==> src/rtl/spi_slave_if.sv <==
// Pin, configuration and receive-handshake bundle between spi_slave and its surroundings.
interface spi_slave_if;
    logic       tr_en;
    logic       cpol;
    logic       cpha;
    logic       msb_lsb;
    logic [7:0] tx_data;
    logic [7:0] rx_data;
    logic       rx_valid;
    logic       rx_ack;
    logic       overrun;
    logic       frame_err;
    logic       busy;
    logic       sck;
    logic       cs;
    logic       sdi;
    logic       sdo;

    modport slave (
        input  tr_en, cpol, cpha, msb_lsb, tx_data, rx_ack, sck, cs, sdi,
        output rx_data, rx_valid, overrun, frame_err, busy, sdo
    );

    modport master (
        output tr_en, cpol, cpha, msb_lsb, tx_data, rx_ack, sck, cs, sdi,
        input  rx_data, rx_valid, overrun, frame_err, busy, sdo
    );
endinterface

==> src/rtl/spi_slave.sv <==
// SPI slave endpoint: oversampled sck/cs/sdi, one 8-bit word per cs-low frame, all CPOL/CPHA modes.
// Define SPI_SLAVE_SVA_EN to compile in protocol assertions and covers.
module spi_slave (
    input  logic       clk,
    input  logic       resetn,
    spi_slave_if.slave bus
);
    typedef enum logic [1:0] { IDLE, SHIFT, HOLD } state_t;

    state_t     state;
    logic       sck_m, sck_s, sck_q;
    logic       cs_m, cs_s, cs_q;
    logic       sdi_m, sdi_s;
    logic       cpol_l, cpha_l, msb_l, first_drive;
    logic [7:0] rx_sr, tx_sr;
    logic [3:0] bit_cnt;
    logic       sdo_r, rx_valid_r, overrun_r, frame_err_r, busy_r;
    logic [7:0] rx_data_r;

    logic       sck_edge, lead_edge, trail_edge, sample_edge, drive_edge;
    logic       cs_fall, cs_rise, next_tx_bit;
    logic [7:0] tx_shifted, rx_shifted;

    // The third sck register exists only to detect edges of the synchronized clock.
    always_ff @(posedge clk or negedge resetn) begin
        if (!resetn) begin
            {sck_m, sck_s, sck_q} <= 3'b000;
            {cs_m, cs_s, cs_q}    <= 3'b111;
            {sdi_m, sdi_s}        <= 2'b00;
        end else begin
            sck_m <= bus.sck;
            sck_s <= sck_m;
            sck_q <= sck_s;
            cs_m  <= bus.cs;
            cs_s  <= cs_m;
            cs_q  <= cs_s;
            sdi_m <= bus.sdi;
            sdi_s <= sdi_m;
        end
    end

    assign sck_edge    = sck_s != sck_q;
    assign lead_edge   = sck_edge && (sck_s != cpol_l);
    assign trail_edge  = sck_edge && (sck_s == cpol_l);
    assign sample_edge = cpha_l ? trail_edge : lead_edge;
    assign drive_edge  = cpha_l ? lead_edge : trail_edge;
    assign cs_fall     = cs_q && !cs_s;
    assign cs_rise     = !cs_q && cs_s;
    assign next_tx_bit = msb_l ? tx_sr[7] : tx_sr[0];
    assign tx_shifted  = msb_l ? {tx_sr[6:0], 1'b0} : {1'b0, tx_sr[7:1]};
    assign rx_shifted  = msb_l ? {rx_sr[6:0], sdi_s} : {sdi_s, rx_sr[7:1]};

    // Completion is taken the cycle after the 8th sample, so a pending byte beats a racing cs rise.
    always_ff @(posedge clk or negedge resetn) begin
        if (!resetn) begin
            state       <= IDLE;
            cpol_l      <= 1'b0;
            cpha_l      <= 1'b0;
            msb_l       <= 1'b0;
            first_drive <= 1'b0;
            rx_sr       <= 8'h00;
            tx_sr       <= 8'h00;
            bit_cnt     <= 4'd0;
            sdo_r       <= 1'b1;
            rx_data_r   <= 8'h00;
            rx_valid_r  <= 1'b0;
            overrun_r   <= 1'b0;
            frame_err_r <= 1'b0;
            busy_r      <= 1'b0;
        end else if (!bus.tr_en) begin
            state       <= IDLE;
            cpol_l      <= 1'b0;
            cpha_l      <= 1'b0;
            msb_l       <= 1'b0;
            first_drive <= 1'b0;
            rx_sr       <= 8'h00;
            tx_sr       <= 8'h00;
            bit_cnt     <= 4'd0;
            sdo_r       <= 1'b1;
            rx_data_r   <= 8'h00;
            rx_valid_r  <= 1'b0;
            overrun_r   <= 1'b0;
            frame_err_r <= 1'b0;
            busy_r      <= 1'b0;
        end else begin
            frame_err_r <= 1'b0;
            if (bus.rx_ack) begin
                rx_valid_r <= 1'b0;
            end
            case (state)
                IDLE: begin
                    sdo_r <= 1'b1;
                    if (cs_fall) begin
                        state       <= SHIFT;
                        busy_r      <= 1'b1;
                        cpol_l      <= bus.cpol;
                        cpha_l      <= bus.cpha;
                        msb_l       <= bus.msb_lsb;
                        tx_sr       <= bus.tx_data;
                        first_drive <= !bus.cpha;
                        bit_cnt     <= 4'd0;
                    end
                end
                SHIFT: begin
                    if (bit_cnt == 4'd8) begin
                        state      <= HOLD;
                        rx_data_r  <= rx_sr;
                        rx_valid_r <= 1'b1;
                        if (rx_valid_r && !bus.rx_ack) begin
                            overrun_r <= 1'b1;
                        end
                    end else if (cs_rise) begin
                        state       <= IDLE;
                        busy_r      <= 1'b0;
                        sdo_r       <= 1'b1;
                        frame_err_r <= 1'b1;
                    end else begin
                        if (sample_edge) begin
                            rx_sr   <= rx_shifted;
                            bit_cnt <= bit_cnt + 4'd1;
                        end
                        if (first_drive || drive_edge) begin
                            sdo_r       <= next_tx_bit;
                            tx_sr       <= tx_shifted;
                            first_drive <= 1'b0;
                        end
                    end
                end
                HOLD: begin
                    if (cs_s) begin
                        state  <= IDLE;
                        busy_r <= 1'b0;
                        sdo_r  <= 1'b1;
                    end
                end
                default: state <= IDLE;
            endcase
        end
    end

    assign bus.sdo       = sdo_r;
    assign bus.rx_data   = rx_data_r;
    assign bus.rx_valid  = rx_valid_r;
    assign bus.overrun   = overrun_r;
    assign bus.frame_err = frame_err_r;
    assign bus.busy      = busy_r;

`ifdef SPI_SLAVE_SVA_EN
    a_reset_values: assert property (@(posedge clk) disable iff (!resetn || !bus.tr_en)
        $past(!resetn || !bus.tr_en) |-> (sdo_r && rx_data_r == 8'h00 && !rx_valid_r && !overrun_r && !frame_err_r && !busy_r));
    a_no_x_rx_data: assert property (@(posedge clk) disable iff (!resetn || !bus.tr_en)
        rx_valid_r |-> !$isunknown(rx_data_r));
    a_idle_to_shift: assert property (@(posedge clk) disable iff (!resetn || !bus.tr_en)
        (state == IDLE && cs_fall) |=> state == SHIFT);
    a_shift_to_hold: assert property (@(posedge clk) disable iff (!resetn || !bus.tr_en)
        (state == SHIFT && bit_cnt == 4'd8) |=> state == HOLD);
    a_hold_to_idle: assert property (@(posedge clk) disable iff (!resetn || !bus.tr_en)
        (state == HOLD && cs_s) |=> state == IDLE);
    a_sdo_idle: assert property (@(posedge clk) disable iff (!resetn || !bus.tr_en)
        (state == IDLE) |-> sdo_r);
    a_frame_err_pulse: assert property (@(posedge clk) disable iff (!resetn || !bus.tr_en)
        frame_err_r |=> !frame_err_r);
    c_byte_done: cover property (@(posedge clk) disable iff (!resetn || !bus.tr_en)
        state == SHIFT && bit_cnt == 4'd8);
    c_abort: cover property (@(posedge clk) disable iff (!resetn || !bus.tr_en)
        frame_err_r);
`else
    // Properties are left out of this build; behaviour is unchanged.
`endif
endmodule

==> src/flat_wrapper.sv <==
// flat-port wrapper written by rule: the top's interface ports become plain ports
module spi_slave_flat 
  (clk, resetn, bus_tr_en, bus_cpol, bus_cpha, bus_msb_lsb, bus_tx_data, bus_rx_ack, bus_sck, bus_cs, bus_sdi, bus_rx_data, bus_rx_valid, bus_overrun, bus_frame_err, bus_busy, bus_sdo);
  spi_slave_if bus_i ();
  input  logic clk;
  input  logic resetn;
  input wire logic [$bits(bus_i.tr_en)-1:0] bus_tr_en;
  input wire logic [$bits(bus_i.cpol)-1:0] bus_cpol;
  input wire logic [$bits(bus_i.cpha)-1:0] bus_cpha;
  input wire logic [$bits(bus_i.msb_lsb)-1:0] bus_msb_lsb;
  input wire logic [$bits(bus_i.tx_data)-1:0] bus_tx_data;
  input wire logic [$bits(bus_i.rx_ack)-1:0] bus_rx_ack;
  input wire logic [$bits(bus_i.sck)-1:0] bus_sck;
  input wire logic [$bits(bus_i.cs)-1:0] bus_cs;
  input wire logic [$bits(bus_i.sdi)-1:0] bus_sdi;
  output wire logic [$bits(bus_i.rx_data)-1:0] bus_rx_data;
  output wire logic [$bits(bus_i.rx_valid)-1:0] bus_rx_valid;
  output wire logic [$bits(bus_i.overrun)-1:0] bus_overrun;
  output wire logic [$bits(bus_i.frame_err)-1:0] bus_frame_err;
  output wire logic [$bits(bus_i.busy)-1:0] bus_busy;
  output wire logic [$bits(bus_i.sdo)-1:0] bus_sdo;
  assign bus_i.tr_en = bus_tr_en;
  assign bus_i.cpol = bus_cpol;
  assign bus_i.cpha = bus_cpha;
  assign bus_i.msb_lsb = bus_msb_lsb;
  assign bus_i.tx_data = bus_tx_data;
  assign bus_i.rx_ack = bus_rx_ack;
  assign bus_i.sck = bus_sck;
  assign bus_i.cs = bus_cs;
  assign bus_i.sdi = bus_sdi;
  assign bus_rx_data = bus_i.rx_data;
  assign bus_rx_valid = bus_i.rx_valid;
  assign bus_overrun = bus_i.overrun;
  assign bus_frame_err = bus_i.frame_err;
  assign bus_busy = bus_i.busy;
  assign bus_sdo = bus_i.sdo;
  spi_slave u_core (.clk(clk), .resetn(resetn), .bus(bus_i));
endmodule
==> config.mk <==
export PLATFORM = sky130hd
export DESIGN_NAME = spi_slave_flat
export DESIGN_NICKNAME = d
export VERILOG_FILES = /design/src/rtl/spi_slave_if.sv /design/src/rtl/spi_slave.sv /design/src/flat_wrapper.sv
export SDC_FILE = /design/constraint.sdc
export NUM_CORES = 1
export LEC_CHECK = 0
export ABC_AREA = 1
export CAP_MARGIN = 20
export CORE_UTILIZATION = 25
export CTS_CLUSTER_SIZE = 20
export DETAILED_ROUTE_END_ITERATION = 10
export PLACE_DENSITY = 0.52
export SLEW_MARGIN = 25
export SYNTH_ARGS = -nofsm -noshare
export SYNTH_HDL_FRONTEND = slang
export SYNTH_SLANG_ARGS = --single-unit
==> constraint.sdc <==
create_clock -name clk -period 1.75 [get_ports clk]
set_input_delay 0.2625 -clock clk [delete_from_list [all_inputs] [get_ports clk]]
set_output_delay 0.2625 -clock clk [all_outputs]
set_load 0.01 [all_outputs]
Yosys cells after proc, flatten, opt, wreduce, memory -nomap -nowiden. Cells that the tools add are included.

Register bits: 47. Input bits: 18. Output and inout bits: 13. Logic and storage cells: 138.

$add $sub $neg: 1. Eq/ne operators: 25. Muxes and demuxes: 70. Reductions and logical operators: 20.

Operator list (number): 8-bit two-way mux (15); 1-bit two-way mux (39); 4-bit two-way mux (5); 8-bit case mux with 2 select lines (1); 3-bit by 2-bit inequality test with 1-bit output, second input constant (5); 5-bit AND reduction (3); 2-bit by 1-bit inequality test with 1-bit output, second input constant (6); 2-bit two-way mux (5); 4-bit by 2-bit inequality test with 1-bit output, second input constant (2); 4-bit case mux with 2 select lines (1); 4-bit AND reduction (2); 3-bit inequality test, second input constant (2); 1-bit case mux with 3 select lines (2); 2-bit case mux with 3 select lines (1); 3-bit AND reduction (2); 1-bit logical AND (5); 4-bit by 1-bit adder with 4-bit output, second input constant (1); 4-bit == test, second input constant (1); 1-bit logical NOT (4); 2-bit inequality test, second input constant (2); 4-bit by 1-bit inequality test with 1-bit output, second input constant (1); 2-bit AND reduction (2); 3-bit by 1-bit inequality test with 1-bit output, second input constant (1); 2-bit by 1-bit == test with 1-bit output, second input constant (1); 6 further kinds (7).

Depth between registers and ports, before layout. Gate-level depths: netlist (run 1).

Word-level depth: 9. Depth in mapped cells: 11. Gate-level depth less buffers: 10.

Worst setup path before layout (run 1). No wires, ideal clock.

Path type: register to register. From: register u_core.state[1]. To: register u_core.tx_sr[0]. Setup time: 0.117 ns. Arrival time: 1.376 ns. Data required time: 1.633 ns. Slack: 0.257 ns. Stages on the path, launching flop included: 11. Path buffers: 0. Period minus slack after synthesis: 1.493 ns. Path through: dfrtp_1 > inv_1 > ha_1 > nand2_4 > inv_4 > nand2_2 > nand3_2 > nor2_4 > nand2_4 > nand2_1 > nand2_1.

Longest elaborated chain between the ends: 3. Elaborated cells between the ends (all ways): 10. Those cells by class: eq/ne: 6; mux: 2; reduce/logical: 2.

Ends and longest elaborated chain: start: declaration (line spi_slave.sv:10) `state_t state;`; start signal: assignment (line spi_slave.sv:56) `state <= IDLE;`; start signal: assignment (line spi_slave.sv:71) `state <= IDLE;`; start signal: assignment (line spi_slave.sv:94) `state <= SHIFT;`; 2-bit by 1-bit == test with 1-bit output or 2-bit logical NOT (tied branches) (line spi_slave.sv:90) `case (state)`; 3-bit by 2-bit inequality test with 1-bit output (no line) (tied with other cells); 5-bit AND reduction (no line) or 8-bit two-way mux (tied branches); end signal: assignment (line spi_slave.sv:99) `tx_sr <= bus.tx_data;`; end signal: assignment (line spi_slave.sv:124) `tx_sr <= tx_shifted;`; end: declaration (line spi_slave.sv:15) `logic [7:0] rx_sr, tx_sr;`.

Several ways; a longest one is shown, not always the timed one. A chain may end at the register's enable or synchronous reset.

Worst setup path in the final report (run 1).
From: register u_core.sdo_r, in the netlist u_core.bus.sdo. To: output port bus_sdo.

RTL lines: start: declaration (line spi_slave.sv:17) `logic sdo_r, rx_valid_r, overrun_r, frame_err_r, busy_r;`; start signal: assignment (line spi_slave.sv:123) `sdo_r <= next_tx_bit;`; end: declaration (line flat_wrapper.sv:21) `output wire logic [$bits(bus_i.sdo)-1:0] bus_sdo;`.

No word-level cell between the ends.

==> results.py, run 1 <==
metrics = {
    "finish": {
        "final_cell_mix": "nand2_1, dfrtp_1, inv_1",
        "diodes": 0,
        "drive_gt1_share_pct": 15.85,
        "finalNetCount": 369,
        "utilization_pct": 33.90,
        "mostFrequentLayoutCell": "nand2_1",
        "syn_to_final_growth_pct": 30.46,
    },
    "clocking": {
        "clockRootBuffer": "clkbuf_8",
        "cts.clk_slew.worst_paths_ns": 0.09,
        "numCtsBuffers": 5,
        "worstSkewPairLatency_ns": 0.31,
        "cts_tree": "built",
        "ctsLongestPathBuffers": 2,
        "htree_levels": 2,
        "cts.sinks": 47,
    },
    "setup_path": {
        "crit_path_cell_trace": "clkdlybuf4s50_1",
        "slowest_delay_ns": 0.54,
        "slowest_stage": "dfstp_2",
        "end_kind": "primary output",
        "cp-startpoint": "u_core.bus.sdo$_DFFE_PN1P_",
        "critical_path_arrival_ns": 1.35,
        "critPathBufInv": 1,
        "crit_type": "flip-flop to primary output",
        "cp_top_family": "flip-flops",
        "r2r_start": "u_core.cs_s$_DFF_PN1_",
        "start_kind": "flip-flop",
        "cp.required_ns": 1.49,
        "cp_max_fo": 2,
    },
    "drt": {
        "drc": 0,
        "dr_total_vias": 2116,
        "avgViaCountPerCell": 4.445,
        "dr.max_layer_used": "met4",
        "wl_met3_um": 248,
        "wirelength_um": 5786,
        "drtPass1Iterations": 4,
        "met1_length_um": 2950,
        "routedWlPerCell_um": 12.16,
        "detail-route-antenna-nets": 0,
        "met2_length_um": 2516,
        "drt-initial-drc-count": 107,
    },
    "die": {
        "die-area_um2": 10090,
        "dieWidth_um": 100.5,
        "core_um2": 9328,
        "start_util_pct": 25.98,
        "die_y_um": 100.5,
        "pin_count": 31,
        "std_cell_rows": 35,
    },
    "synth": {
        "ys_ff_latch": 47,
        "synthesis.area_um2": 2424,
        "yosys-top-cells-area": "dfrtp_1, nand2_1, nand3_1, inv_1, o21ai_0",
        "yosys.area.top_type": "dfrtp_1",
        "ys_seq_area_share_pct": 48.74,
        "synth_area_per_cell_um2": 8.243,
        "ys_dominant_reg_cell": "dfrtp_1",
        "synth_edf_count": 0,
        "async_flop_share_pct": 100.0,
        "syn_inst": 294,
        "yosysUniqueCellTypes": 30,
        "synth_top_area_share_pct": 44.40,
        "synth_nets": 317,
        "yosysWarnings": 0,
    },
    "sta": {
        "finalSetupTns_ns": 0,
        "layout_setup_ws_ns": 0.1331,
        "period_needed_ns": 1.617,
        "whs_ns": 0.3577,
        "slew_headroom_pct": 64.69,
        "slew_violations": 0,
        "finClkSkew_ns": 0.01906,
        "fmaxAchievable_mhz": 618.5,
        "fin_crit_sh_pct": 92.39,
        "finalSetupViolCount": 0,
        "hold_viol": 0,
        "rsz0062_at_grt": "false",
        "tightest_slew_ns": 0.5297,
    },
    "power_and_ir_drop": {
        "leakage_nw": 1.481,
        "ir_worst_vdd_uv": 390.7,
        "power.total_mw": 3.463,
        "powerDensity_nw_per_um2": 1095,
    },
    "min_path": {
        "min_from": "bus_cs",
        "hp-class": "input pin to flip-flop",
    },
    "global_route": {
        "grt_pass1_wl_um": 10290,
        "grt_max_degree": 29,
        "antenna_found_initial": 0,
        "grt_pass1_vias": 2138,
        "track_usage_pct": 13.02,
        "grt-ovfl-total": 0,
    },
    "place": {
        "place_hpwl_um": 4336,
        "io_buffers": 30,
        "post-place-ws_ns": -0.1030,
        "gp_congestion": 0.8467,
    },
    "status": {
        "status": "finished clean",
    },
    "flow_run": {
        "cap_violations": 0,
    },
}
[final timing paths]
kind | slack [ns] | cells past startpoint | endpoint
min reg2reg | 0.36 | 0 | u_core.cs_s$_DFF_PN1_
min | 0.36 | 1 | u_core.cs_m$_DFF_PN1_
max reg2reg | 0.15 | 6 | u_core.state[0]$_DFFE_PN0P_
max in group asynchronous | 0.68 | 3 | u_core.cs_m$_DFF_PN1_
max | 0.13 | 1 | bus_sdo
min in group asynchronous | 0.47 | 2 | u_core.bit_cnt[2]$_DFFE_PN0P_
[per-layer routing]
metal / up-vias / GRT usage (%)
li1: 1076 / -
met1: 993 / 18.69
met2: 41 / 19.39
met3: 6 / 3.190
met4: 0 / 3.679
met5: - / 0
[per-stage QoR]
stage | instance area [um^2] | cells
global route | 3162 | 476
CTS | 3139 | 475
floorplan | 2424 | 294
detailed placement | 3014 | 466
finish | 3162 | 476
global placement | 3014 | 466
[report_power, final]
group / switching, mW / total [mW] / internal, mW
Sequential: 0.163 / 1.48 / 1.31
Clock: 0.401 / 0.832 / 0.431
Combinational: 0.688 / 1.16 / 0.468
[registers in the layout, indices dropped and copies added, names as in the netlist, 2 cells and up]
signal	flops
u_core.bit_cnt	4
u_core.bus.rx_data	8
u_core.rx_sr	8
u_core.state	2
u_core.tx_sr	8
[area by class of cell]
class,instances,area (um^2)
clock inverter,3,46.29
timing repair buffer,53,495.5
multi-input combinational,199,1056
fill,987,6166
tap,129,161.4
sequential,47,1181
clock buffer,5,68.82
inverter,40,152.6
[synthesized netlist by cell type, types with 2 or more instances]
| cell | n |
|---|---|
| a21oi_1 | 10 |
| buf_4 | 3 |
| clkbuf_1 | 4 |
| dfrtp_1 | 43 |
| dfstp_2 | 4 |
| ha_1 | 5 |
| inv_1 | 35 |
| inv_2 | 4 |
| nand2_1 | 67 |
| nand2_2 | 3 |
| nand2_4 | 2 |
| nand3_1 | 31 |
| nand3_2 | 4 |
| nand4_1 | 13 |
| nor2_1 | 17 |
| o21ai_0 | 25 |
| o21ai_1 | 3 |
| o21ai_2 | 2 |
| o22ai_1 | 7 |
| o31ai_1 | 2 |
[what timing repair did]
action,4_1_cts,5_1_grt
hold buffers,1,0
setup endpoints to repair,0,26
endpoints found under the hold margin,18,0
resized for setup,0,3
buffers inserted,0,1
[cell families after synthesis]
kind of cell | after synthesis | synth area share, %
simple gates | 141 | 28.03
compound gates | 51 | 11.62
buf+inv | 48 | 8.312
flops | 47 | 48.74
fa+ha+maj | 5 | 2.581
xor+xnor | 2 | 0.7229
(Power assumes the default switching activity.)
==> run 2: changes to the inputs <==
Settings changed: SLEW_MARGIN 25 to 10.
==> results of run 2 <==
Same layout as run 1: the final DEF is identical, and so are final timing and power.
==> run 3: changes to the inputs <==
Settings changed: CORE_ASPECT_RATIO set to 1.1.
==> results.py, run 3 (synthesized netlist as in run 1, its figures left out) <==
metrics = {
    "setup_path": {
        "start_kind": "flip-flop",
        "cp_num_cells": 1,
        "slowest_stage": "dfstp_2",
        "cp.required_ns": 1.49,
        "slowest_delay_ns": 0.54,
        "crit_path_cell_trace": "clkdlybuf4s50_1",
        "cp_top_family": "flip-flops",
        "critical_path_arrival_ns": 1.38,
        "reg2regPathDepth": 9,
        "crit_type": "flip-flop to primary output",
        "cp_max_fo": 2,
        "critPathBufInv": 1,
        "end_kind": "primary output",
    },
    "clocking": {
        "ctsResizeCount": 0,
        "cts.sinks": 47,
        "cts_tree": "built",
        "clockRootBuffer": "clkbuf_8",
        "numCtsBuffers": 5,
        "htree_levels": 2,
        "cts.clk_slew.worst_paths_ns": 0.10,
        "worstSkewPairLatency_ns": 0.31,
        "ctsLongestPathBuffers": 2,
    },
    "finish": {
        "drive_gt1_share_pct": 16.29,
        "utilization_pct": 33.39,
        "diodes": 0,
        "syn_to_final_growth_pct": 29.48,
        "finalNetCount": 372,
        "mostFrequentLayoutCell": "nand2_1",
        "final_cell_mix": "nand2_1, dfrtp_1, inv_1",
    },
    "power_and_ir_drop": {
        "leakage_nw": 1.487,
        "swShare_pct": 37.20,
        "combPwrFrac_pct": 34.7,
        "power_switching_mw": 1.248,
        "internal-power_mw": 2.107,
        "powerDensity_nw_per_um2": 1069,
        "p_seq_share_pct": 43.8,
        "ir_worst_vdd_uv": 408.1,
        "pwr-share-clk_pct": 21.4,
    },
    "drt": {
        "dr_total_vias": 2151,
        "wirelength_um": 5741,
        "routedWlPerCell_um": 12.29,
        "detail-route-antenna-nets": 0,
        "drtPass1Iterations": 4,
        "drc": 0,
        "avgViaCountPerCell": 4.606,
        "drt-initial-drc-count": 124,
    },
    "place": {
        "post-place-ws_ns": 0.002178,
        "place_hpwl_um": 4237,
        "gp_congestion": 0.8453,
        "io_buffers": 30,
    },
    "global_route": {
        "grt_pass1_wl_um": 9818,
        "track_usage_pct": 12.56,
        "grt_pass1_vias": 2032,
        "antenna_found_initial": 0,
        "grt-ovfl-total": 0,
        "grt_max_degree": 23,
    },
    "die": {
        "die-area_um2": 10090,
        "die_y_um": 105.3,
        "core_um2": 9398,
        "start_util_pct": 25.79,
        "dieWidth_um": 95.88,
        "pin_count": 31,
        "std_cell_rows": 37,
    },
    "sta": {
        "hold_viol": 0,
        "period_needed_ns": 1.644,
        "slew_violations": 0,
        "tightest_slew_ns": 0.5242,
        "layout_setup_ws_ns": 0.1062,
        "fmaxAchievable_mhz": 608.4,
        "finClkSkew_ns": 0.008606,
        "rsz0062_at_grt": "false",
        "finalSetupViolCount": 0,
        "slew_headroom_pct": 65.06,
        "fin_crit_sh_pct": 93.93,
    },
    "status": {
        "status": "finished clean",
    },
    "min_path": {
        "min_delay_path_depth": 0,
        "hp-class": "flip-flop to flip-flop",
    },
    "flow_run": {
        "cap_violations": 0,
    },
}
-- run 3: cell types whose count changed in the layout (fill, tap and decap cells not counted), sizes merged --
cell | before | now
bufinv | 1 | 0
clkbuf | 5 | 6
buf | 23 | 26
inv | 41 | 40
clkinv | 0 | 1
-- run 3: per-layer routing --
layer	vias to the layer above	GRT usage, %	part of all wire [%]	wire [um]
met5	-	0	0	0
met4	0	4.158	1.5	88
met3	8	2.886	3.8	218
met2	40	19.08	45	2582
met1	1024	17.46	50	2851
li1	1079	-	-	-
-- run 3: per-stage QoR --
step	std cells	TNS [ns]	power (mW)	instance area (um^2)	hold slack, ns
2_1_floorplan	294	0	2.189	2424	-0.03309
3_3_place_gp	458	-0.01492	2.649	3029	0.2765
3_5_place_dp	458	0	2.653	3029	0.2795
4_1_cts	467	0	3.392	3138	0.3530
5_1_grt	467	0	3.628	3138	0.3462
6_report	467	0	3.356	3138	0.3578
-- run 3: power by group through the flow --
stage | sequential, mW | clock, mW | combinational, mW
6_report | 1.47 | 0.720 | 1.17
5_1_grt | 1.50 | 0.792 | 1.33
4_1_cts | 1.47 | 0.750 | 1.17
3_5_place_dp | 1.49 | 0 | 1.17
3_3_place_gp | 1.49 | 0 | 1.16
2_1_floorplan | 1.46 | 0 | 0.727
-- run 3: path summary, 6_finish.rpt --
path / to / from / slack, ns
min in group asynchronous: u_core.bit_cnt[1]$_DFFE_PN0P_ / resetn / 0.45
worst min-delay path: u_core.sck_s$_DFF_PN0_ / u_core.sck_m$_DFF_PN0_ / 0.36
worst max-delay path: bus_sdo / u_core.bus.sdo$_DFFE_PN1P_ / 0.11
max in group asynchronous: u_core.rx_sr[4]$_DFFE_PN0P_ / resetn / 0.65
worst max register to register: u_core.tx_sr[2]$_DFFE_PN0P_ / u_core.state[1]$_DFFE_PN0P_ / 0.15
worst min register to register: u_core.sck_s$_DFF_PN0_ / u_core.sck_m$_DFF_PN0_ / 0.36
-- run 3: timing repair --
item	in CTS	in global routing
setup buffers	0	0
setup endpoints to repair	0	0
endpoints found under the hold margin	19	0
hold buffers	1	0
-- run 3: cell type report --
type / count / area [um^2]
clock buffers: 6 / 82.58
clock inverters: 2 / 16.27
fillers: 996 / 6260
inverters: 40 / 152.6
multi-input cells: 199 / 1041
flip-flops and latches: 47 / 1181
well taps: 117 / 146.4
repair buffers: 56 / 518.0
